File: config.mk
export PLATFORM = sky130hd
export DESIGN_NAME = output_row_group
export DESIGN_NICKNAME = d
export VERILOG_FILES = /design/src/rtl/output_row_group.sv
export SDC_FILE = /design/constraint.sdc
export NUM_CORES = 1
export LEC_CHECK = 0
export CAP_MARGIN = 40
export CORE_MARGIN = 2
export CORE_UTILIZATION = 45
export CTS_CLUSTER_SIZE = 25
export DETAILED_ROUTE_END_ITERATION = 8
export SKIP_CTS_REPAIR_TIMING = 1
export SLEW_MARGIN = 20
export SYNTH_ARGS = -nofsm -noshare
export SYNTH_HDL_FRONTEND = slang
export SYNTH_SLANG_ARGS = --single-unit
export TNS_END_PERCENT = 5
File: constraint.sdc
create_clock -name i_clk -period 3.3 [get_ports i_clk]
set_input_delay 0.33 -clock i_clk [delete_from_list [all_inputs] [get_ports i_clk]]
set_output_delay 0.33 -clock i_clk [all_outputs]
set_load 0.03 [all_outputs]
File: src/rtl/output_row_group.sv
// output_row_group: buffers staggered PE-array row results in per-row FIFOs,
// then drains them row by row, packing elements into scratchpad words that
// are written to consecutive addresses over a valid/ready handshake.
module output_row_group #(
    parameter int ROWS            = 4,
    parameter int SPAD_DATA_WIDTH = 64,
    parameter int ADDR_WIDTH      = 8,
    parameter int DATA_WIDTH      = 8,
    parameter int SPAD_N          = SPAD_DATA_WIDTH / DATA_WIDTH,
    parameter int FIFO_DEPTH      = 16,
    parameter int COUNT_WIDTH     = 8
) (
    input  logic                         i_clk,
    input  logic                         i_nrst,
    input  logic                         i_reg_clear,
    input  logic                         i_en,
    input  logic [ADDR_WIDTH-1:0]        i_base_addr,
    input  logic [COUNT_WIDTH-1:0]       i_row_count,
    input  logic [ROWS*DATA_WIDTH-1:0]   i_data,
    input  logic [ROWS-1:0]              i_data_valid,
    output logic [SPAD_DATA_WIDTH-1:0]   o_spad_data,
    output logic [ADDR_WIDTH-1:0]        o_spad_addr,
    output logic                         o_spad_valid,
    input  logic                         i_spad_ready,
    output logic [ROWS-1:0]              o_full,
    output logic                         o_overflow,
    output logic                         o_busy,
    output logic                         o_done
);

    localparam int ROW_W  = (ROWS > 1) ? $clog2(ROWS) : 1;
    localparam int LANE_W = (SPAD_N > 1) ? $clog2(SPAD_N) : 1;
    localparam int PTR_W  = $clog2(FIFO_DEPTH);
    localparam int CNT_W  = PTR_W + 1;

    localparam logic [LANE_W-1:0] LANE_LAST = LANE_W'(SPAD_N - 1);
    localparam logic [ROW_W-1:0]  ROW_LAST  = ROW_W'(ROWS - 1);
    localparam logic [CNT_W-1:0]  CNT_FULL  = CNT_W'(FIFO_DEPTH);

    typedef enum logic [1:0] {IDLE, PACK, WRITE, DONE} state_t;

    // FIFO storage and bookkeeping
    logic [DATA_WIDTH-1:0] mem [ROWS][FIFO_DEPTH];
    logic [PTR_W-1:0]      wr_ptr   [ROWS];
    logic [PTR_W-1:0]      rd_ptr   [ROWS];
    logic [CNT_W-1:0]      fifo_cnt [ROWS];
    logic [ROWS-1:0]       full, empty, push, pop, drop;
    logic [DATA_WIDTH-1:0] pop_data;

    // Drain/pack state
    state_t                   state;
    logic [ROW_W-1:0]         row;
    logic [COUNT_WIDTH-1:0]   elem;
    logic [LANE_W-1:0]        lane;
    logic [COUNT_WIDTH-1:0]   row_count_q;
    logic [ADDR_WIDTH-1:0]    addr_q;
    logic [SPAD_DATA_WIDTH-1:0] word_q;
    logic                     spad_valid_q, busy_q, done_q, overflow_q;

    // Per-row push/pop decisions; a pop frees a slot, so a full row still accepts a push
    always_comb begin
        full  = '0;
        empty = '0;
        pop   = '0;
        push  = '0;
        drop  = '0;
        for (int r = 0; r < ROWS; r++) begin
            full[r]  = (fifo_cnt[r] == CNT_FULL);
            empty[r] = (fifo_cnt[r] == '0);
            pop[r]   = (state == PACK) && (row == ROW_W'(r)) && !empty[r];
            push[r]  = i_data_valid[r] && (!full[r] || pop[r]);
            drop[r]  = i_data_valid[r] && full[r] && !pop[r];
        end
    end

    assign pop_data = mem[row][rd_ptr[row]];

    for (genvar g = 0; g < ROWS; g++) begin : g_fifo
        // Pointer and occupancy tracking for row g
        always_ff @(posedge i_clk or negedge i_nrst) begin
            if (!i_nrst) begin
                wr_ptr[g]   <= '0;
                rd_ptr[g]   <= '0;
                fifo_cnt[g] <= '0;
            end else if (i_reg_clear) begin
                wr_ptr[g]   <= '0;
                rd_ptr[g]   <= '0;
                fifo_cnt[g] <= '0;
            end else begin
                if (push[g]) wr_ptr[g] <= wr_ptr[g] + PTR_W'(1);
                if (pop[g])  rd_ptr[g] <= rd_ptr[g] + PTR_W'(1);
                case ({push[g], pop[g]})
                    2'b10:   fifo_cnt[g] <= fifo_cnt[g] + CNT_W'(1);
                    2'b01:   fifo_cnt[g] <= fifo_cnt[g] - CNT_W'(1);
                    default: fifo_cnt[g] <= fifo_cnt[g];
                endcase
            end
        end

        // Element storage for row g
        // NOTE: storage arrays carry no reset; clearing the pointers empties the FIFO logically.
        always_ff @(posedge i_clk) begin
            if (push[g]) mem[g][wr_ptr[g]] <= i_data[g*DATA_WIDTH +: DATA_WIDTH];
        end
    end

    // Sticky record of any push dropped because its row was full
    always_ff @(posedge i_clk or negedge i_nrst) begin
        if (!i_nrst)          overflow_q <= 1'b0;
        else if (i_reg_clear) overflow_q <= 1'b0;
        else if (|drop)       overflow_q <= 1'b1;
    end

    // Drain FSM: pack elements of the current row into a word, then write it out
    // NOTE: all state here uses non-blocking assignments so every branch sees pre-edge values.
    always_ff @(posedge i_clk or negedge i_nrst) begin
        if (!i_nrst) begin
            state        <= IDLE;
            row          <= '0;
            elem         <= '0;
            lane         <= '0;
            row_count_q  <= '0;
            addr_q       <= '0;
            word_q       <= '0;
            spad_valid_q <= 1'b0;
            busy_q       <= 1'b0;
            done_q       <= 1'b0;
        end else if (i_reg_clear) begin
            state        <= IDLE;
            row          <= '0;
            elem         <= '0;
            lane         <= '0;
            row_count_q  <= '0;
            addr_q       <= '0;
            word_q       <= '0;
            spad_valid_q <= 1'b0;
            busy_q       <= 1'b0;
            done_q       <= 1'b0;
        end else begin
            case (state)
                IDLE: begin
                    if (i_en) begin
                        addr_q      <= i_base_addr;
                        row_count_q <= i_row_count;
                        row         <= '0;
                        elem        <= '0;
                        lane        <= '0;
                        word_q      <= '0;
                        busy_q      <= 1'b1;
                        state       <= PACK;
                    end
                end
                PACK: begin
                    if (!empty[row]) begin
                        word_q[lane*DATA_WIDTH +: DATA_WIDTH] <= pop_data;
                        lane <= lane + LANE_W'(1);
                        elem <= elem + COUNT_WIDTH'(1);
                        if (lane == LANE_LAST || (elem + COUNT_WIDTH'(1)) == row_count_q) begin
                            spad_valid_q <= 1'b1;
                            state        <= WRITE;
                        end
                    end
                end
                WRITE: begin
                    if (i_spad_ready) begin
                        spad_valid_q <= 1'b0;
                        addr_q       <= addr_q + ADDR_WIDTH'(1);
                        word_q       <= '0;
                        lane         <= '0;
                        state        <= PACK;
                        if (elem == row_count_q) begin
                            elem <= '0;
                            if (row == ROW_LAST) begin
                                busy_q <= 1'b0;
                                done_q <= 1'b1;
                                state  <= DONE;
                            end else begin
                                row <= row + ROW_W'(1);
                            end
                        end
                    end
                end
                DONE: begin
                    done_q <= 1'b0;
                    state  <= IDLE;
                end
                default: state <= IDLE;
            endcase
        end
    end

    assign o_spad_data  = word_q;
    assign o_spad_addr  = addr_q;
    assign o_spad_valid = spad_valid_q;
    assign o_full       = full;
    assign o_overflow   = overflow_q;
    assign o_busy       = busy_q;
    assign o_done       = done_q;

endmodule
==> results of run 1 <==
## registers in the layout, indices dropped and copies added, names as in the netlist
name / flops
mem: 512
o_spad_data: 64
fifo_cnt: 20
rd_ptr: 16
wr_ptr: 16
elem: 8
o_spad_addr: 8
row_count_q: 8
lane: 3
row: 2
state: 2
o_busy: 1
o_done: 1
o_overflow: 1
o_spad_valid: 1
## kinds of logic after synthesis
family          share of synthesized area
compound gates                     0.0616
xor+xnor                           0.0153
fa+ha+maj                          0.0211
buf+inv                            0.0302
flops                               0.669
mux                                 0.122
simple gates                       0.0809
## power groups by stage
stage	clock network (W)	logic (W)	registers (W)
after CTS	0.00788	0.00315	0.00951
after global placement	0	0.00306	0.00967
final	0.00778	0.00316	0.00951
after floorplan	0	0.00180	0.00972
after detailed placement	0	0.00314	0.00968
after global routing	0.00823	0.00340	0.00954
## metrics by stage
stage / power [W] / std cells / util
2_1_floorplan: 0.0115 / 1795 / -
3_3_place_gp: 0.0127 / 2780 / 0.497
3_5_place_dp: 0.0128 / 2795 / 0.501
4_1_cts: 0.0205 / 2924 / 0.537
5_1_grt: 0.0212 / 2925 / 0.537
6_report: 0.0204 / 2925 / 0.537
## cell type report
type | instances | area, um^2
fill | 5066 | 29100
sequential | 663 | 19200
multi-input combinational | 977 | 8650
timing repair buffer | 254 | 2460
clock buffer | 86 | 1900
tap | 846 | 1060
clock inverter | 43 | 365
inverter | 56 | 210
## critical path: stages (launching register included)
cell and delay, ps:
dfrtp_4 460, buf_12 210, buf_4 250, mux4_2 530, mux2_2 310, o22ai_1 400
or3_1 540, nor4_1 120, a211o_1 250
## final timing paths
kind	start	endpoint	slack, ps	cells past startpoint
min	i_reg_clear	fifo_cnt[15]$_DFFE_PN0P_	110	2
max in group asynchronous	i_nrst	state[1]$_DFFE_PN0P_	2090	3
min in group asynchronous	i_nrst	fifo_cnt[0]$_DFFE_PN0P_	310	2
min reg2reg	o_spad_data[54]$_DFFE_PN0P_	o_spad_data[54]$_DFFE_PN0P_	490	1
max reg2reg	row[0]$_DFFE_PN0P_	o_spad_data[10]$_DFFE_PN0P_	80	8
max	row[0]$_DFFE_PN0P_	o_spad_data[10]$_DFFE_PN0P_	80	8
## metal layers
layer | vias up | GRT usage | share of wire
met2 | 648 | 0.421 | 0.51
met1 | 9013 | 0.327 | 0.41
li1 | 7406 | - | -
met4 | 0 | 0.0585 | 0.020
met3 | 87 | 0.0426 | 0.063
met5 | - | 0 | 0
## cell usage after synthesis, drive strengths merged, types with 7 or more instances
master,n
nor2,109
nand2,113
inv,55
ha,42
a211oi,37
xnor2,18
edfxtp,512
o221ai,24
buf,59
nand3,14
nor2b,38
a21oi,27
a21o,27
nor3b,7
dfrtp,151
and2,37
o31ai,11
or3,20
xor2,32
o21ai,30
mux4,132
nand4,13
nor3,22
nand2b,33
nand3b,10
nor4,15
clkbuf,40
o22ai,24
a211o,8
and3,13
mux2i,14
o211ai,26
mux2,35
## cells in the final DEF, fill, tap and decap left out, types with 29 or more instances in the layout
cell type,n
dfrtp_1,149
and2_1,37
mux4_2,131
ha_1,42
nor2b_1,38
o21ai_0,29
inv_1,54
buf_4,92
a211oi_1,37
edfxtp_1,512
nand2b_1,33
clkbuf_16,72
nand2_1,113
xor2_1,32
nor2_1,108
clkdlybuf4s50_1,134
==> flow_metrics.env, run 1 <==
export IMPL_cts_sinks=663
export IMPL_async_flop_share=0.228
export IMPL_ir_drop_v=0.000542
export IMPL_finalWeightedCongestion=0.867
export IMPL_yosys_top_cells_area="edfxtp_1, dfrtp_1, mux4_2"
export IMPL_fin_nets=2127
export IMPL_holdWs_ps=106
export IMPL_cts_inserted_buffers=72
export IMPL_antenna_found_initial=4
export IMPL_final_cell_area_mm2=0.0338
export IMPL_p_clk_frac=0.381
export IMPL_yosysWarnings=0
export IMPL_clockBufferDepth=3
export IMPL_power_density_mw_per_mm2=605
export IMPL_insertion_delay_ps=630
export IMPL_fmax_mhz=311
export IMPL_yosysUniqueCellTypes=69
export IMPL_cp_start_kind="flip-flop"
export IMPL_num_vias=17200
export IMPL_syn_area_per_cell_um2=16.0
export IMPL_place_area_mm2=0.0315
export IMPL_dp_hpwl_um=53800
export IMPL_p_sw_frac=0.272
export IMPL_worst_ep_required_time_ps=3800
export IMPL_grt_max_degree=70
export IMPL_std_cell_rows=92
export IMPL_grt_usage=0.245
export IMPL_die_area_mm2=0.0657
export IMPL_avgViaCountPerCell=5.86
export IMPL_seqPwrFrac=0.465
export IMPL_ys_seq_area_frac=0.669
export IMPL_maxSlewHeadroom=0.479
export IMPL_critPathMaxFanout=20
export IMPL_synth_cells=1795
export IMPL_clkTransAtPathRegs_ps=60
export IMPL_finalSetupViolations=0
export IMPL_first_pass_iters=5
export IMPL_period_share=0.974
export IMPL_fin_ws_ps=84.5
export IMPL_cts_tree="yes"
export IMPL_synth_ff_type="edfxtp_1"
export IMPL_skew_ps=28.7
export IMPL_ios=137
export IMPL_die_h_um=256
export IMPL_status="completed"
export IMPL_cp_arrival_ps=3710
export IMPL_crit_type="flip-flop to flip-flop"
export IMPL_cts_root_buffer="clkbuf_16"
export IMPL_drt_initial_drc_count=1535
export IMPL_core_area_mm2=0.0630
export IMPL_ant_nets=0
export IMPL_final_max_slew_viol_count=0
export IMPL_die_w_um=256
export IMPL_fin_crit_ps=3220
export IMPL_grt_overflow=0
export IMPL_finalHoldViolCount=0
export IMPL_wire_per_inst_um=27.3
export IMPL_htree_levels=3
export IMPL_grt_pass1_vias=17400
export IMPL_synthToLayoutAreaGrowth_pct=18.0
export IMPL_pre_cts_ws_ps=96.7
export IMPL_hold_class="input port to flip-flop"
export IMPL_totalWireLength_um=79900
export IMPL_synth_seq_cells=663
export IMPL_synthesis_nets=1898
export IMPL_rsz0062_at_grt="no"
export IMPL_leakage_nw=12.1
export IMPL_grt_pass1_wl_um=118000
export IMPL_synth_top_area_share=0.537
export IMPL_drv_cap=0
export IMPL_endpoint_kind="flip-flop"
export IMPL_drive_gt1_frac=0.192
export IMPL_drc=0
export IMPL_numPortBuffers=136
export IMPL_synth_top_area_cell="edfxtp_1"
export IMPL_internal_power_w=0.0149
export IMPL_combPwrFrac=0.154
export IMPL_synth_edf_count=512
export IMPL_tns_ps=0
export IMPL_worst_pin_slew_ps=782
export IMPL_n_antenna_cell=0
export IMPL_switchingPower_w=0.00556
export IMPL_syn_area_mm2=0.0286
export IMPL_start_util=0.455
Power figures use the tool's default switching activity.
==> inputs of run 2 (changes only) <==
--- a/config.mk
+++ b/config.mk
@@ -6,6 +6,7 @@
 export NUM_CORES = 1
 export LEC_CHECK = 0
 export CAP_MARGIN = 40
+export CORE_ASPECT_RATIO = 0.8
 export CORE_MARGIN = 2
 export CORE_UTILIZATION = 45
 export CTS_CLUSTER_SIZE = 25
==> run 2 against run 1 <==
  * Non-clock buffer count is 22 higher
  * Combinational power is 4% higher
  * Cell count is 0.38% higher
  * Utilization is 0.16 points higher
  * Via count is 1.8% higher
  * Largest power group unchanged
  * Clock-buffer cell count is 2 higher
==> flow_metrics.env, run 2 (synthesis results as in run 1) <==
export IMPL_crit_type="flip-flop to flip-flop"
export IMPL_cts_inserted_buffers=68
export IMPL_die_w_um=286
export IMPL_grt_usage=0.252
export IMPL_hold_class="input port to flip-flop"
export IMPL_drive_gt1_frac=0.196
export IMPL_worst_ep_required_time_ps=3790
export IMPL_fin_nets=2145
export IMPL_numPortBuffers=136
export IMPL_drc=0
export IMPL_antenna_found_initial=5
export IMPL_worst_path_buf_inv=3
export IMPL_fillers=5064
export IMPL_tns_ps=0
export IMPL_clockBufferDepth=3
export IMPL_synthToLayoutAreaGrowth_pct=18.1
export IMPL_clkTransAtPathRegs_ps=60
export IMPL_grt_overflow=0
export IMPL_power_density_mw_per_mm2=598
export IMPL_largest_reg_flops=512
export IMPL_crit_top_cell="buf_4"
export IMPL_fin_crit_ps=3100
export IMPL_worst_pin_slew_ps=734
export IMPL_cts_sinks=663
export IMPL_cp_start_kind="flip-flop"
export IMPL_final_cell_area_mm2=0.0338
export IMPL_die_area_mm2=0.0657
export IMPL_avgViaCountPerCell=5.95
export IMPL_finalHoldViolCount=0
export IMPL_fmax_mhz=322
export IMPL_critPathMaxFanout=23
export IMPL_rsz0062_at_grt="no"
export IMPL_grt_pass1_vias=17500
export IMPL_cp_arrival_ps=3590
export IMPL_cpMaxStageDelayCell="mux4_4"
export IMPL_totalWireLength_um=82000
export IMPL_final_common_cell="edfxtp_1"
export IMPL_ios=137
export IMPL_endpoint_kind="flip-flop"
export IMPL_layout_common_cells="edfxtp_1, dfrtp_1, clkdlybuf4s50_1, mux4_2, buf_4"
export IMPL_ant_nets=0
export IMPL_dp_hpwl_um=54000
export IMPL_crit_path_cell_trace="mux4_4 -> buf_12 -> buf_4 -> a211oi_1 -> or3_1 -> buf_4 -> nor4_1 -> a211o_1"
export IMPL_htree_levels=3
export IMPL_insertion_delay_ps=620
export IMPL_cts_tree="yes"
export IMPL_maxSlewHeadroom=0.511
export IMPL_holdWs_ps=137
export IMPL_leakage_nw=12.1
export IMPL_finalSetupViolations=0
export IMPL_final_max_slew_viol_count=0
export IMPL_drv_cap=0
export IMPL_finalWeightedCongestion=0.860
export IMPL_place_area_mm2=0.0317
export IMPL_utilization=0.539
export IMPL_num_vias=17500
export IMPL_first_pass_iters=7
export IMPL_period_share=0.940
export IMPL_status="completed"
export IMPL_wire_per_inst_um=27.9
export IMPL_cts_root_buffer="clkbuf_16"
export IMPL_skew_ps=39.6
export IMPL_core_area_mm2=0.0628
export IMPL_drt_initial_drc_count=2030
export IMPL_critPathMaxStageDelay_ps=810
export IMPL_start_util=0.456
export IMPL_grt_pass1_wl_um=119000
export IMPL_std_cell_rows=82
export IMPL_die_h_um=230
export IMPL_grt_max_degree=75
export IMPL_n_antenna_cell=0
export IMPL_crit_family="multiplexers"
export IMPL_ir_drop_v=0.000366
run 2: worst register-to-register path, delay by kind of cell (launching register included):
| family | cells | cell delay, ps |
|---|---|---|
| muxes | 1 | 810 |
| buffers and inverters | 3 | 710 |
| AOI/OAI and AO/OA | 2 | 660 |
| DFF | 1 | 440 |
| and+or+nand+nor | 2 | 380 |
run 2: per-layer routing:
layer / vias to the layer above / share of wire / GRT usage
li1: 7430 / - / -
met1: 9047 / 0.43 / 0.371
met3: 142 / 0.093 / 0.0546
met4: 0 / 0.026 / 0.0686
met5: - / 0 / 0
met2: 844 / 0.45 / 0.379
run 2: stage by stage:
stage	worst slack, ps	total power [W]	std cells
after floorplan	42.3	0.0115	1795
after global placement	190	0.0129	2801
after detailed placement	192	0.0129	2811
after CTS	175	0.0203	2935
after global routing	44.4	0.0209	2936
final	198	0.0202	2936
run 2: final cells by class:
type / count / area, um^2 / share of cell area
clock buffer: 88 / 1840 / 0.0543
clock inverter: 36 / 284 / 0.00840
inverter: 56 / 210 / 0.00621
multi-input combinational: 977 / 8630 / 0.255
sequential: 663 / 19200 / 0.567
tap: 840 / 1050 / 0.0311
timing repair buffer: 276 / 2640 / 0.0782
run 2: power by group:
part           switching, W  total (W)  internal (W)
clock               0.00325    0.00744       0.00419
combinational       0.00209    0.00330       0.00121
sequential         0.000222    0.00949       0.00927
total               0.00555     0.0202        0.0147
run 2: worst paths after layout:
path | start | end | slack (ps) | depth (start not counted)
hold / removal | i_reg_clear | row_count_q[7]$_DFFE_PN0P_ | 140 | 3
setup / recovery | row[0]$_DFFE_PN0P_ | o_spad_data[14]$_DFFE_PN0P_ | 200 | 8
min in group asynchronous | i_nrst | o_spad_addr[0]$_DFFE_PN0P_ | 300 | 2
hold reg to reg | o_spad_data[53]$_DFFE_PN0P_ | o_spad_data[53]$_DFFE_PN0P_ | 500 | 1
max in group asynchronous | i_nrst | o_spad_data[25]$_DFFE_PN0P_ | 2160 | 3
setup reg to reg | row[0]$_DFFE_PN0P_ | o_spad_data[14]$_DFFE_PN0P_ | 200 | 8
==> inputs of run 3 (changes only) <==
--- a/config.mk
+++ b/config.mk
@@ -11,7 +11,6 @@
 export CORE_UTILIZATION = 45
 export CTS_CLUSTER_SIZE = 25
 export DETAILED_ROUTE_END_ITERATION = 8
-export SKIP_CTS_REPAIR_TIMING = 1
 export SLEW_MARGIN = 20
 export SYNTH_ARGS = -nofsm -noshare
 export SYNTH_HDL_FRONTEND = slang
==> run 3 against run 2 <==
  * Register-to-register slack about the same
  * Power hardly changed
  * Maximum frequency about the same
  * Critical path type unchanged
  * Highest routed layer unchanged
==> flow_metrics.env, run 3 (synthesis results as in run 1) <==
export IMPL_drc=0
export IMPL_power_density_mw_per_mm2=599
export IMPL_ant_nets=0
export IMPL_wire_per_inst_um=27.9
export IMPL_start_util=0.456
export IMPL_fin_crit_ps=3100
export IMPL_status="completed"
export IMPL_std_cell_rows=82
export IMPL_cts_tree="yes"
export IMPL_ir_drop_v=0.000366
export IMPL_htree_levels=3
export IMPL_startpoint="row[0]$_DFFE_PN0P_"
export IMPL_finalWeightedCongestion=0.860
export IMPL_final_max_slew_viol_count=0
export IMPL_leakage_nw=12.1
export IMPL_hp_start="i_reg_clear"
export IMPL_cp_arrival_ps=3590
export IMPL_die_w_um=286
export IMPL_n_antenna_cell=0
export IMPL_worst_pin_slew_ps=728
export IMPL_worst_path_buf_inv=3
export IMPL_post_cts_buffers=0
export IMPL_drv_cap=0
export IMPL_cts_root_buffer="clkbuf_16"
export IMPL_totalWireLength_um=82100
export IMPL_drt_initial_drc_count=1974
export IMPL_first_pass_iters=5
export IMPL_worst_ep_required_time_ps=3790
export IMPL_die_area_mm2=0.0657
export IMPL_grt_pass1_wl_um=119000
export IMPL_crit_path_cell_trace="mux4_4 -> buf_12 -> buf_4 -> a211oi_1 -> or3_1 -> buf_4 -> nor4_1 -> a211o_1"
export IMPL_period_share=0.940
export IMPL_cts_inserted_buffers=68
export IMPL_layout_common_cells="edfxtp_1, dfrtp_1, clkdlybuf4s50_1, mux4_2, buf_4"
export IMPL_r2r_slack_ps=200
export IMPL_pre_cts_ws_ps=192
export IMPL_insertion_delay_ps=620
export IMPL_endpoint_kind="flip-flop"
export IMPL_fin_ws_ps=197
export IMPL_largest_reg_flops=512
export IMPL_fin_nets=2145
export IMPL_antenna_found_initial=5
export IMPL_dp_hpwl_um=54000
export IMPL_avgViaCountPerCell=5.94
export IMPL_cp_start_kind="flip-flop"
export IMPL_rsz0062_at_grt="no"
export IMPL_multi_input_area_mm2=0.00863
export IMPL_grt_usage=0.252
export IMPL_core_area_mm2=0.0628
export IMPL_final_common_cell="edfxtp_1"
export IMPL_numPortBuffers=136
export IMPL_cpMaxStageDelayCell="mux4_4"
export IMPL_crit_type="flip-flop to flip-flop"
export IMPL_maxSlewHeadroom=0.515
export IMPL_fillers=5064
export IMPL_cts_sinks=663
export IMPL_finalHoldViolCount=0
export IMPL_clockBufferDepth=3
export IMPL_grt_max_degree=75
export IMPL_worstReg2RegStart="row[0]$_DFFE_PN0P_"
export IMPL_ios=137
export IMPL_synthToLayoutAreaGrowth_pct=18.1
export IMPL_fmax_mhz=322
export IMPL_drive_gt1_frac=0.196
export IMPL_crit_top_cell="buf_4"
export IMPL_crit_family="multiplexers"
export IMPL_utilization=0.539
export IMPL_grt_overflow=0
export IMPL_clkTransAtPathRegs_ps=60
export IMPL_critPathMaxFanout=23
export IMPL_die_h_um=230
export IMPL_num_vias=17400
export IMPL_tns_ps=0
export IMPL_hold_class="input port to flip-flop"
export IMPL_finalSetupViolations=0
export IMPL_critPathMaxStageDelay_ps=810
export IMPL_skew_ps=38.7
export IMPL_grt_pass1_vias=17500
export IMPL_seq_area_mm2=0.0192
## run 3: cell counts in the layout (fill, tap and decap cells not counted)
Identical to the previous run, type by type.
## run 3: tightest hold or removal path: cells and delay by family
| family | cells | cell delay [ps] |
|---|---|---|
| buffers and inverters | 2 | 300 |
| AND/OR/NAND/NOR | 1 | 70 |
## run 3: repair_timing
| action | in CTS | in global routing |
|---|---|---|
| endpoints found under the setup margin | 0 | 0 |
| hold buffers | 1 | 0 |
| resized for setup | 0 | 0 |
| hold endpoints to repair | 70 | 0 |
## run 3: path summary, 6_finish.rpt
| kind | endpoint | cells after the start |
|---|---|---|
| max | o_spad_data[14]$_DFFE_PN0P_ | 8 |
| min | row_count_q[7]$_DFFE_PN0P_ | 3 |
| max reg2reg | o_spad_data[14]$_DFFE_PN0P_ | 8 |
| min reg2reg | o_spad_data[53]$_DFFE_PN0P_ | 1 |
| max in group asynchronous | o_spad_data[25]$_DFFE_PN0P_ | 3 |
| min in group asynchronous | o_spad_addr[0]$_DFFE_PN0P_ | 2 |
## run 3: per-layer routing
metal / part of all wire / GRT usage / vias to the layer above / wire length, um
met5: 0 / 0 / - / 0
met4: 0.026 / 0.0686 / 0 / 2100
met3: 0.090 / 0.0546 / 136 / 7370
met2: 0.45 / 0.379 / 836 / 37100
met1: 0.43 / 0.371 / 9044 / 35500
li1: - / - / 7429 / -
## run 3: area by class of cell
type                    instances  share of cell area
well taps                     840              0.0311
multi-input cells             977               0.255
inverters                      56             0.00621
clock buffers                  88              0.0543
clock inverters                36             0.00840
flip-flops and latches        663               0.567
repair buffers                276              0.0782
## run 3: where the power goes
part	internal, W	switching [W]	total, W
Sequential	0.00927	0.000222	0.00949
Clock	0.00419	0.00326	0.00745
Combinational	0.00121	0.00209	0.00331
Total	0.0147	0.00557	0.0202
## run 3: per-stage QoR
step                instances  power [W]  hold slack, ps  area, um^2
floorplan                1795     0.0115            34.4       28700
global placement         2801     0.0129             405       31500
detailed placement       2811     0.0129             412       31700
CTS                      2936     0.0203             115       33800
global route             2936     0.0209             145       33800
finish                   2936     0.0202             136       33800
